`src/rtl/ldtu_ser_receiver_if.sv`:
```
`default_nettype none
// +----------------------------------------------------------------------------+
// | ldtu_ser_receiver_if : serial-in / parallel-out signal bundle for one lane  |
// | Optional bitslip input when LDTU_RX_BITSLIP_EN is defined.   Rev 1.0       |
// +----------------------------------------------------------------------------+
interface ldtu_ser_receiver_if;
  logic        DataIn;
  logic        resync;
`ifdef LDTU_RX_BITSLIP_EN
  logic        bitslip;
`endif
  logic [31:0] DataOut;
  logic        DataValid;
  logic        sync_seen;
  logic        locked;

`ifdef LDTU_RX_BITSLIP_EN
  modport master (
    output DataIn, resync, bitslip,
    input  DataOut, DataValid, sync_seen, locked
  );
  modport slave (
    input  DataIn, resync, bitslip,
    output DataOut, DataValid, sync_seen, locked
  );
`else
  modport master (
    output DataIn, resync,
    input  DataOut, DataValid, sync_seen, locked
  );
  modport slave (
    input  DataIn, resync,
    output DataOut, DataValid, sync_seen, locked
  );
`endif
endinterface
`default_nettype wire

```
`src/rtl/ldtu_ser_receiver.sv`:
```
`default_nettype none
// +----------------------------------------------------------------------------+
// | ldtu_ser_receiver : LiTE-DTU lane receiver, sync-word alignment + deframing |
// | Optional feature macro: LDTU_RX_BITSLIP_EN.                  Rev 1.0       |
// +----------------------------------------------------------------------------+
module ldtu_ser_receiver #(
  parameter int unsigned           WORD_BITS = 32,
  parameter logic [WORD_BITS-1:0]  SYNC_WORD = 32'hEAAAAAAA,
  parameter int unsigned           N_CONFIRM = 3
) (
  input  wire                clock,
  input  wire                rst_b,
  ldtu_ser_receiver_if.slave rx
);

  localparam logic [4:0] C_LAST_BIT     = 5'(WORD_BITS - 1);
  localparam logic [3:0] C_CONF_TARGET  = 4'(N_CONFIRM);

  typedef enum logic [1:0] {
    ST_HUNT    = 2'd0,
    ST_CONFIRM = 2'd1,
    ST_LOCKED  = 2'd2
  } state_t;

  state_t               r_state;
  state_t               w_state_nxt;
  logic [WORD_BITS-1:0] r_sr;
  logic [4:0]           r_bit_cnt;
  logic [4:0]           w_bit_cnt_nxt;
  logic [3:0]           r_conf_cnt;
  logic [3:0]           w_conf_cnt_nxt;
  logic [WORD_BITS-1:0] r_data_out;
  logic [WORD_BITS-1:0] w_data_out_nxt;
  logic                 r_data_valid;
  logic                 w_data_valid_nxt;
  logic                 r_sync_seen;
  logic                 w_sync_seen_nxt;
  logic                 w_sr_is_sync;
  logic                 w_slip;
  logic                 w_boundary;

`ifdef LDTU_RX_BITSLIP_EN
  assign w_slip = rx.bitslip && (r_state != ST_HUNT);
`else
  assign w_slip = 1'b0;
`endif

  assign w_sr_is_sync = (r_sr == SYNC_WORD);
  // A slip holds the counter on 31, so the boundary is taken one clock later.
  assign w_boundary   = (r_state != ST_HUNT) && (r_bit_cnt == C_LAST_BIT) && !w_slip;

  always_ff @(posedge clock or negedge rst_b) begin
    if (!rst_b) begin
      r_sr <= '0;
    end else begin
      r_sr <= {r_sr[WORD_BITS-2:0], rx.DataIn};
    end
  end

  always_ff @(posedge clock or negedge rst_b) begin
    if (!rst_b) begin
      r_state <= ST_HUNT;
    end else begin
      r_state <= w_state_nxt;
    end
  end

  always_ff @(posedge clock or negedge rst_b) begin
    if (!rst_b) begin
      r_bit_cnt    <= '0;
      r_conf_cnt   <= '0;
      r_data_out   <= '0;
      r_data_valid <= 1'b0;
      r_sync_seen  <= 1'b0;
    end else begin
      r_bit_cnt    <= w_bit_cnt_nxt;
      r_conf_cnt   <= w_conf_cnt_nxt;
      r_data_out   <= w_data_out_nxt;
      r_data_valid <= w_data_valid_nxt;
      r_sync_seen  <= w_sync_seen_nxt;
    end
  end

  always_comb begin
    w_state_nxt      = r_state;
    w_bit_cnt_nxt    = w_slip ? r_bit_cnt : r_bit_cnt + 5'd1;
    w_conf_cnt_nxt   = r_conf_cnt;
    w_data_out_nxt   = r_data_out;
    w_data_valid_nxt = 1'b0;
    w_sync_seen_nxt  = 1'b0;

    case (r_state)
      ST_HUNT: begin
        w_bit_cnt_nxt = '0;
        if (w_sr_is_sync) begin
          w_conf_cnt_nxt = 4'd1;
          w_state_nxt    = (C_CONF_TARGET <= 4'd1) ? ST_LOCKED : ST_CONFIRM;
        end
      end

      ST_CONFIRM: begin
        if (w_boundary) begin
          if (w_sr_is_sync) begin
            if ((r_conf_cnt + 4'd1) >= C_CONF_TARGET) begin
              w_conf_cnt_nxt = C_CONF_TARGET;
              w_state_nxt    = ST_LOCKED;
            end else begin
              w_conf_cnt_nxt = r_conf_cnt + 4'd1;
            end
          end else begin
            w_conf_cnt_nxt = '0;
            w_state_nxt    = ST_HUNT;
          end
        end
      end

      ST_LOCKED: begin
        // Once locked, payload words never drop lock; only resync or reset do.
        if (w_boundary) begin
          w_data_out_nxt   = r_sr;
          w_data_valid_nxt = 1'b1;
          w_sync_seen_nxt  = w_sr_is_sync;
        end
      end

      default: begin
        w_state_nxt    = ST_HUNT;
        w_bit_cnt_nxt  = '0;
        w_conf_cnt_nxt = '0;
      end
    endcase

    if (rx.resync) begin
      w_state_nxt      = ST_HUNT;
      w_bit_cnt_nxt    = '0;
      w_conf_cnt_nxt   = '0;
      w_data_out_nxt   = r_data_out;
      w_data_valid_nxt = 1'b0;
      w_sync_seen_nxt  = 1'b0;
    end
  end

  assign rx.DataOut   = r_data_out;
  assign rx.DataValid = r_data_valid;
  assign rx.sync_seen = r_sync_seen;
  assign rx.locked    = (r_state == ST_LOCKED);

endmodule
`default_nettype wire
```
`src/flat_wrapper.sv`:
```
// flat-port wrapper written by rule: the top's interface ports become plain ports
module ldtu_ser_receiver_flat 
#(
  parameter int unsigned           WORD_BITS = 32,
  parameter logic [WORD_BITS-1:0]  SYNC_WORD = 32'hEAAAAAAA,
  parameter int unsigned           N_CONFIRM = 3
)
  (clock, rst_b, rx_DataIn, rx_resync, rx_DataOut, rx_DataValid, rx_sync_seen, rx_locked);
  ldtu_ser_receiver_if rx_i ();
  input  wire clock;
  input  wire rst_b;
  input wire logic [$bits(rx_i.DataIn)-1:0] rx_DataIn;
  input wire logic [$bits(rx_i.resync)-1:0] rx_resync;
  output wire logic [$bits(rx_i.DataOut)-1:0] rx_DataOut;
  output wire logic [$bits(rx_i.DataValid)-1:0] rx_DataValid;
  output wire logic [$bits(rx_i.sync_seen)-1:0] rx_sync_seen;
  output wire logic [$bits(rx_i.locked)-1:0] rx_locked;
  assign rx_i.DataIn = rx_DataIn;
  assign rx_i.resync = rx_resync;
  assign rx_DataOut = rx_i.DataOut;
  assign rx_DataValid = rx_i.DataValid;
  assign rx_sync_seen = rx_i.sync_seen;
  assign rx_locked = rx_i.locked;
  ldtu_ser_receiver #(.WORD_BITS(WORD_BITS), .SYNC_WORD(SYNC_WORD), .N_CONFIRM(N_CONFIRM)) u_core (.clock(clock), .rst_b(rst_b), .rx(rx_i));
endmodule
```
`config.mk`:
```
export PLATFORM = sky130hd
export DESIGN_NAME = ldtu_ser_receiver_flat
export DESIGN_NICKNAME = d
export VERILOG_FILES = /design/src/rtl/ldtu_ser_receiver_if.sv /design/src/rtl/ldtu_ser_receiver.sv /design/src/flat_wrapper.sv
export SDC_FILE = /design/constraint.sdc
export NUM_CORES = 1
export LEC_CHECK = 0
export BUFFER_PORTS_ARGS = -buffer_cell sky130_fd_sc_hd__buf_4
export CAP_MARGIN = 20
export CORE_AREA = 2 2 82 84
export CTS_BUF_LIST = sky130_fd_sc_hd__clkbuf_16
export CTS_CLUSTER_SIZE = 40
export DETAILED_ROUTE_END_ITERATION = 7
export DIE_AREA = 0 0 84 86
export PLACE_DENSITY = 0.74
export SLEW_MARGIN = 20
export SYNTH_ARGS = -nofsm -noshare
export SYNTH_HDL_FRONTEND = slang
export SYNTH_SLANG_ARGS = --single-unit
export TNS_END_PERCENT = 100
```
`constraint.sdc`:
```
create_clock -name clock -period 2.34 [get_ports clock]
set_input_delay 0.117 -clock clock [delete_from_list [all_inputs] [get_ports clock]]
set_output_delay 0.117 -clock clock [all_outputs]
set_load 0.05 [all_outputs]
```
==> results.txt, run 1 <==
FF-to-FF setup slack - 0.30 ns
top cell type's share of synthesized area - 65.9%
Cells on Worst Hold Path - 2
f_max - 489 MHz
most used cell, CP - ha_1
worst r2r src - u_core.r_bit_cnt[0]$_DFF_PN0_
DR pass1 iterations - 4
final setup violation count - 0
Worst path top cell family by delay - simple AND/OR/NAND/NOR gates
# H-tree levels - 3
CP Capture Type - flip-flop
CTS buffer count - 9
dpl hpwl - 3090 µm
Ports - 39
clock sink total - 77
Logic pwr share - 3.0%
net count reported at finish - 250
Wirelength per Cell - 14.6 µm
Final Critical Period - 2.04 ns
Initial Utilization - 46.6%
share of cells above drive strength 1 - 39.1%
die area - 0.00722 mm²
Finished Layout Cells - 320
Post-Syn Instances - 189
Clk pwr share - 49.5%
sw frac - 20.6%
Slew Limit Fails - 0
vias in the first global route - 1642
ys async rst share - 100%
worst setup path class - flip-flop to flip-flop
LEAKAGE - 1.77 nW
min-delay src - rx_resync
Max IR drop VDD - 605 µV
Hold Slack - 0.0335 ns
Reg2Reg Capture Point - u_core.rx.DataOut[19]$_DFFE_PN0P_
Worst path max stage delay - 0.37 ns
total vias in the final route - 1612
Mapped Area - 0.00292 mm²
hold endpoint - u_core.r_conf_cnt[1]$_DFFE_PN0P_
first-pass GRT wire length - 8030 µm
CP Launch Type - flip-flop
Design Area, Final - 0.00362 mm²
Worst Tran Pin Value - 0.932 ns
register area - 0.00193 mm²
Ys Warns - 0
Bufs and invs on worst path - 2
fin util - 57.6%
arrival time of the worst setup path - 2.26 ns
Seq pwr share - 47.4%
internal power - 2.32 mW
syn avg cell area - 15.5 µm²
post-synthesis sequential area ratio - 65.9%
worst hold path class - input pin to flip-flop
slew margin rel. - 37.9%
GR Overflow Total - 0
largest area contributor in the netlist - dfrtp_1
Root Driver - clkbuf_16
synth top area cells - dfrtp_1, mux2_2, ha_1, and4bb_2, mux2_1
Post-synth top cells - dfrtp_1, mux2_2, ha_1, inv_1, nor2_1
largest net degree at the start of global routing - 78
worst slack, placed - 0.274 ns
#FFs+latches synth - 77
Inserted Diodes - 0
final hold vios - 0
# resized after CTS - 0
total track usage - 14.5%
antenna violations before repair - 0
port bufs - 38
DRC - 0
placed cell area - 0.00328 mm²
outcome - completed
GP Congestion - 0.766
starting DRC count in detailed routing - 78
multi-input gate area in the final layout - 925 µm²
CP cell instances - ha_1, and3_1, ha_1, inv_1, nor4_4, buf_4, mux2_2
EDFF count, synth - 0
vias per std cell - 5.04
total core area - 0.00628 mm²
pwr dens - 809 mW/mm²
Switch Pwr - 0.604 mW
clk slew on worst S/H paths - 0.06 ns
clock skew - 0.00465 ns
ys flop type - dfrtp_1
R2R cell count - 7
Rows - 29
setup_tns - 0 ns
worst-path maximum fanout - 24
Mapped Nets - 201
final WL - 4660 µm
most frequent cell after synthesis - dfrtp_1
Area growth syn-to-layout - 23.8%
max_cap viols - 0
synth unique cells - 42
final worst setup slack - 0.297 ns
chip width - 84 µm
period utilization - 87.3%
CTS max path bufs - 2
insertion delay to the later sink of the worst-skew pair - 0.33 ns
Design Power - 2.93 mW
Crit-path slowest cell - mux2_2
RSZ-0062 raised after global routing - no
Final ANT Viol Nets - 0
Required @ worst endpoint - 2.55 ns
placed insts - 302
CTS tree - done
final-layout fill cell count - 507
Die H - 86 µm
## cell families after synthesis
| kind of cell | synth area share, % |
|---|---|
| buf+inv | 2.44 |
| compound gates | 4.28 |
| xor+xnor | 0.599 |
| simple gates | 10.7 |
| mux | 12.7 |
| flops | 65.9 |
| fa+ha+maj | 3.42 |
## registers in the layout, indices dropped and copies added, names as in the netlist
register             flops
u_core.r_state           2
u_core.rx.sync_seen      1
u_core.r_conf_cnt        4
u_core.rx.DataOut       32
u_core.r_sr             32
u_core.r_bit_cnt         5
u_core.rx.DataValid      1
## cell type report
cell class                      instances  share of cell area (%)
Timing Repair Buffer                   42                    8.85
Inverter                                9                   0.934
Tap cell                               77                    2.66
Sequential cell                        77                    53.3
Clock buffer                            9                    6.22
Multi-Input combinational cell         99                    25.6
Clock inverter                          7                    2.52
## placed cells by master, fill, tap and decap left out, types with 2 or more instances in the layout
master / netlist / routed
a21oi_1: 3 / 3
nand3_1: 3 / 3
nor3b_1: 2 / 2
nand2_1: 3 / 3
nand4bb_1: 2 / 2
mux2_2: 28 / 28
nor3_1: 2 / 2
dlygate4sd3_1: 0 / 2
nand2b_1: 3 / 3
and2_1: 2 / 2
clkinvlp_4: 0 / 2
inv_1: 8 / 9
and3_1: 2 / 2
ha_1: 8 / 8
mux2_1: 4 / 4
dfrtp_1: 77 / 77
bufinv_16: 0 / 2
and4bb_2: 6 / 6
nor2_1: 7 / 7
clkbuf_16: 0 / 9
o21ai_0: 2 / 2
buf_4: 0 / 40
## what timing repair did
action                    4_1_cts  5_1_grt
buffers inserted                0        0
hold endpoints to repair       78        0
hold buffers                    2        0
## power by group through the flow
stage	Combinational [mW]	Clock, mW	Sequential [mW]
after floorplan	0.0502	0	1.40
after global placement	0.0873	0	1.41
after detailed placement	0.0897	0	1.41
after CTS	0.0928	1.48	1.39
after global routing	0.104	1.54	1.39
final	0.0893	1.45	1.39
## worst register-to-register path, cell delays in order, from the launching register on
cell     delay [ns]
dfrtp_1        0.36
ha_1           0.19
and3_1         0.16
ha_1           0.13
inv_1          0.07
nor4_4         0.28
buf_4          0.35
mux2_2         0.38
## how the worst max path moves through the flow
stage | start | to | slack [ns] | cells past startpoint
2_1_floorplan | u_core.r_state[0]$_DFFE_PN0P_ | u_core.rx.DataOut[10]$_DFFE_PN0P_ | 0.07 | 6
3_3_place_gp | u_core.r_state[0]$_DFFE_PN0P_ | u_core.rx.DataOut[19]$_DFFE_PN0P_ | 0.34 | 6
3_5_place_dp | u_core.r_bit_cnt[0]$_DFF_PN0_ | u_core.rx.DataOut[31]$_DFFE_PN0P_ | 0.27 | 7
4_1_cts | u_core.r_bit_cnt[0]$_DFF_PN0_ | u_core.rx.DataOut[16]$_DFFE_PN0P_ | 0.27 | 7
5_1_grt | u_core.r_bit_cnt[0]$_DFF_PN0_ | u_core.rx.DataOut[13]$_DFFE_PN0P_ | 0.1 | 7
6_report | u_core.r_bit_cnt[0]$_DFF_PN0_ | u_core.rx.DataOut[19]$_DFFE_PN0P_ | 0.30 | 7
## layer usage
layer,share of wire (%),vias up,global-route usage (%)
li1,-,773,-
met1,47,796,18.6
met2,46,34,21.7
met3,5.2,9,6.26
met4,1.7,0,6.16
met5,0,-,0
No activity file was read; power rests on OpenSTA's default activity.
==> run 2: changes to the inputs <==
==> constraint.sdc (replaced) <==
create_clock -name clock -period 2.09 [get_ports clock]
set_input_delay 0.1045 -clock clock [delete_from_list [all_inputs] [get_ports clock]]
set_output_delay 0.1045 -clock clock [all_outputs]
set_load 0.05 [all_outputs]
==> run 2 against run 1 <==
  * Flip-flop and latch count stayed put
  * Clock power increased by 13%
  * Final cell count up 0.63%
  * Critical path type unchanged
==> results.txt, run 2 (synthesis results as in run 1) <==
CP startpoint - u_core.r_bit_cnt[0]$_DFF_PN0_
Hold Slack - 0.0326 ns (-0.000852 ns)
Worst Tran Pin Value - 0.379 ns (-0.553 ns)
largest net degree at the start of global routing - 78 (unchanged)
worst hold path class - input pin to flip-flop
LEAKAGE - 1.79 nW (+1.5%)
total track usage - 14.8% (+0.28 points)
slew margin rel. - 74.4% (+37 points)
R2R cell count - 8 (+1)
busiest metal layer after global routing - met2
outcome - completed
Final ANT Viol Nets - 0 (unchanged)
RSZ-0062 raised after global routing - no
placed cell area - 0.00331 mm² (+0.84%)
Clk pwr share - 49.7% (+0.2 points)
total vias in the final route - 1669 (+3.5%)
clock skew - 0.00409 ns (-0.000552 ns)
fin util - 58.9% (+1.3 points)
Required @ worst endpoint - 2.30 ns (-0.25 ns)
Reg2Reg Capture Point - u_core.rx.DataOut[14]$_DFFE_PN0P_
Ports - 39 (unchanged)
commonest non-fill, non-tap cell in the layout - dfrtp_1
Die H - 86 µm (unchanged)
worst setup path class - flip-flop to flip-flop
final-layout fill cell count - 522 (+3.0%)
met2 Use GR - 23.9% (+2.3 points)
M3 GR Usage - 5.68% (-0.58 points)
M1 GR Usage - 18.3% (-0.26 points)
vias in the first global route - 1723 (+4.9%)
CP Capture Type - flip-flop
# H-tree levels - 3 (unchanged)
Wirelength per Cell - 15.6 µm (+7.3%)
insertion delay to the later sink of the worst-skew pair - 0.33 ns (about the same)
clk slew on worst S/H paths - 0.06 ns (about the same)
net count reported at finish - 252 (+0.80%)
vias per std cell - 5.18 (+2.9%)
setup_tns - 0 ns (unchanged)
starting DRC count in detailed routing - 71 (-9.0%)
DRC - 0 (unchanged)
period utilization - 92.7% (+5.4 points)
total core area - 0.00628 mm² (unchanged)
placed insts - 302 (unchanged)
arrival time of the worst setup path - 2.15 ns (-0.11 ns)
Logic pwr share - 3.4% (+0.4 points)
Finished Layout Cells - 322 (+0.63%)
multi-input gate area in the final layout - 941 µm² (+1.8%)
Design Power - 3.31 mW (+13%)
Initial Utilization - 46.6% (unchanged)
final hold vios - 0 (unchanged)
GP Congestion - 0.810 (+5.7%)
f_max - 516 MHz (+5.4%)
die area - 0.00722 mm² (unchanged)
share of cells above drive strength 1 - 42.0% (+2.9 points)
Cells on Worst Hold Path - 2 (unchanged)
Rows - 29 (unchanged)
Seq pwr share - 47.0% (-0.4 points)
antenna violations before repair - 0 (unchanged)
worst setup path endpoint - u_core.rx.DataOut[14]$_DFFE_PN0P_
worst r2r src - u_core.r_bit_cnt[0]$_DFF_PN0_
final setup violation count - 0 (unchanged)
first-pass GRT wire length - 8290 µm (+3.3%)
CTS buffer count - 9 (unchanged)
pwr dens - 895 mW/mm² (+11%)
Final Critical Period - 1.94 ns (-0.105 ns)
dpl hpwl - 3250 µm (+5.1%)
register area - 0.00193 mm² (unchanged)
port bufs - 38 (unchanged)
commonest cells after routing, fill and taps aside - dfrtp_1, buf_4, mux2_2
Inserted Diodes - 0 (unchanged)
worst-path maximum fanout - 17 (-29%)
worst slack, placed - 0.0982 ns (-0.175 ns)
Max IR drop VDD - 589 µV (-2.7%)
CTS max path bufs - 2 (unchanged)
sw frac - 21.0% (+0.32 points)
GR Overflow Total - 0 (unchanged)
final WL - 5030 µm (+7.9%)
Switch Pwr - 0.694 mW (+15%)
DR pass1 iterations - 4 (unchanged)
max_cap viols - 0 (unchanged)
Slew Limit Fails - 0 (unchanged)
Design Area, Final - 0.00370 mm² (+2.2%)
CTS tree - done
FF-to-FF setup slack - 0.15 ns (-0.15 ns)
Root Driver - clkbuf_16
Area growth syn-to-layout - 26.5%
final worst setup slack - 0.152 ns (-0.145 ns)
chip width - 84 µm (unchanged)
CP Launch Type - flip-flop
clock sink total - 77 (unchanged)
internal power - 2.62 mW (+13%)
==> run 2: timing repair <==
action | CTS | global route
hold endpoints to repair | 78 | 0
hold buffers | 2 | 0
resized for setup | 0 | 3
setup buffers | 0 | 1
endpoints found under the setup margin | 0 | 35
==> run 2: cell type report <==
type | count | area share (%)
multi-input combinational | 99 | 25.4
sequential | 77 | 52.1
timing repair buffer | 44 | 10.2
clock buffer | 9 | 6.09
clock inverter | 7 | 2.64
inverter | 9 | 0.913
tap | 77 | 2.60
==> run 2: power by group through the flow <==
stage	clock network [mW]	logic (mW)	registers (mW)
after detailed placement	0	0.106	1.58
after floorplan	0	0.0563	1.57
after CTS	1.68	0.109	1.55
after global routing	1.75	0.127	1.56
after global placement	0	0.103	1.58
final	1.64	0.112	1.55
==> run 2: worst min-delay path by stage <==
stage / start / to
2_1_floorplan: rst_b / u_core.r_bit_cnt[0]$_DFF_PN0_
3_3_place_gp: rst_b / u_core.rx.DataValid$_DFF_PN0_
3_5_place_dp: rst_b / u_core.rx.DataOut[30]$_DFFE_PN0P_
4_1_cts: rx_resync / u_core.r_state[1]$_DFFE_PN0P_
5_1_grt: rx_resync / u_core.r_state[1]$_DFFE_PN0P_
6_report: rx_resync / u_core.r_state[1]$_DFFE_PN0P_
==> run 2: per-layer routing <==
| metal | vias to the layer above | part of all wire, % |
|---|---|---|
| li1 | 776 | - |
| met1 | 834 | 44 |
| met2 | 51 | 49 |
| met3 | 8 | 5.7 |
| met4 | 0 | 1.1 |
| met5 | - | 0 |
==> run 2: critical path, stage by stage, from the launching register on <==
cell and delay (ns):
dfrtp_1 0.40, ha_1 0.22, and3_1 0.19, ha_1 0.17, inv_1 0.14, nor4_4 0.04, buf_4 0.16, clkbuf_16 0.18
mux2_1 0.32
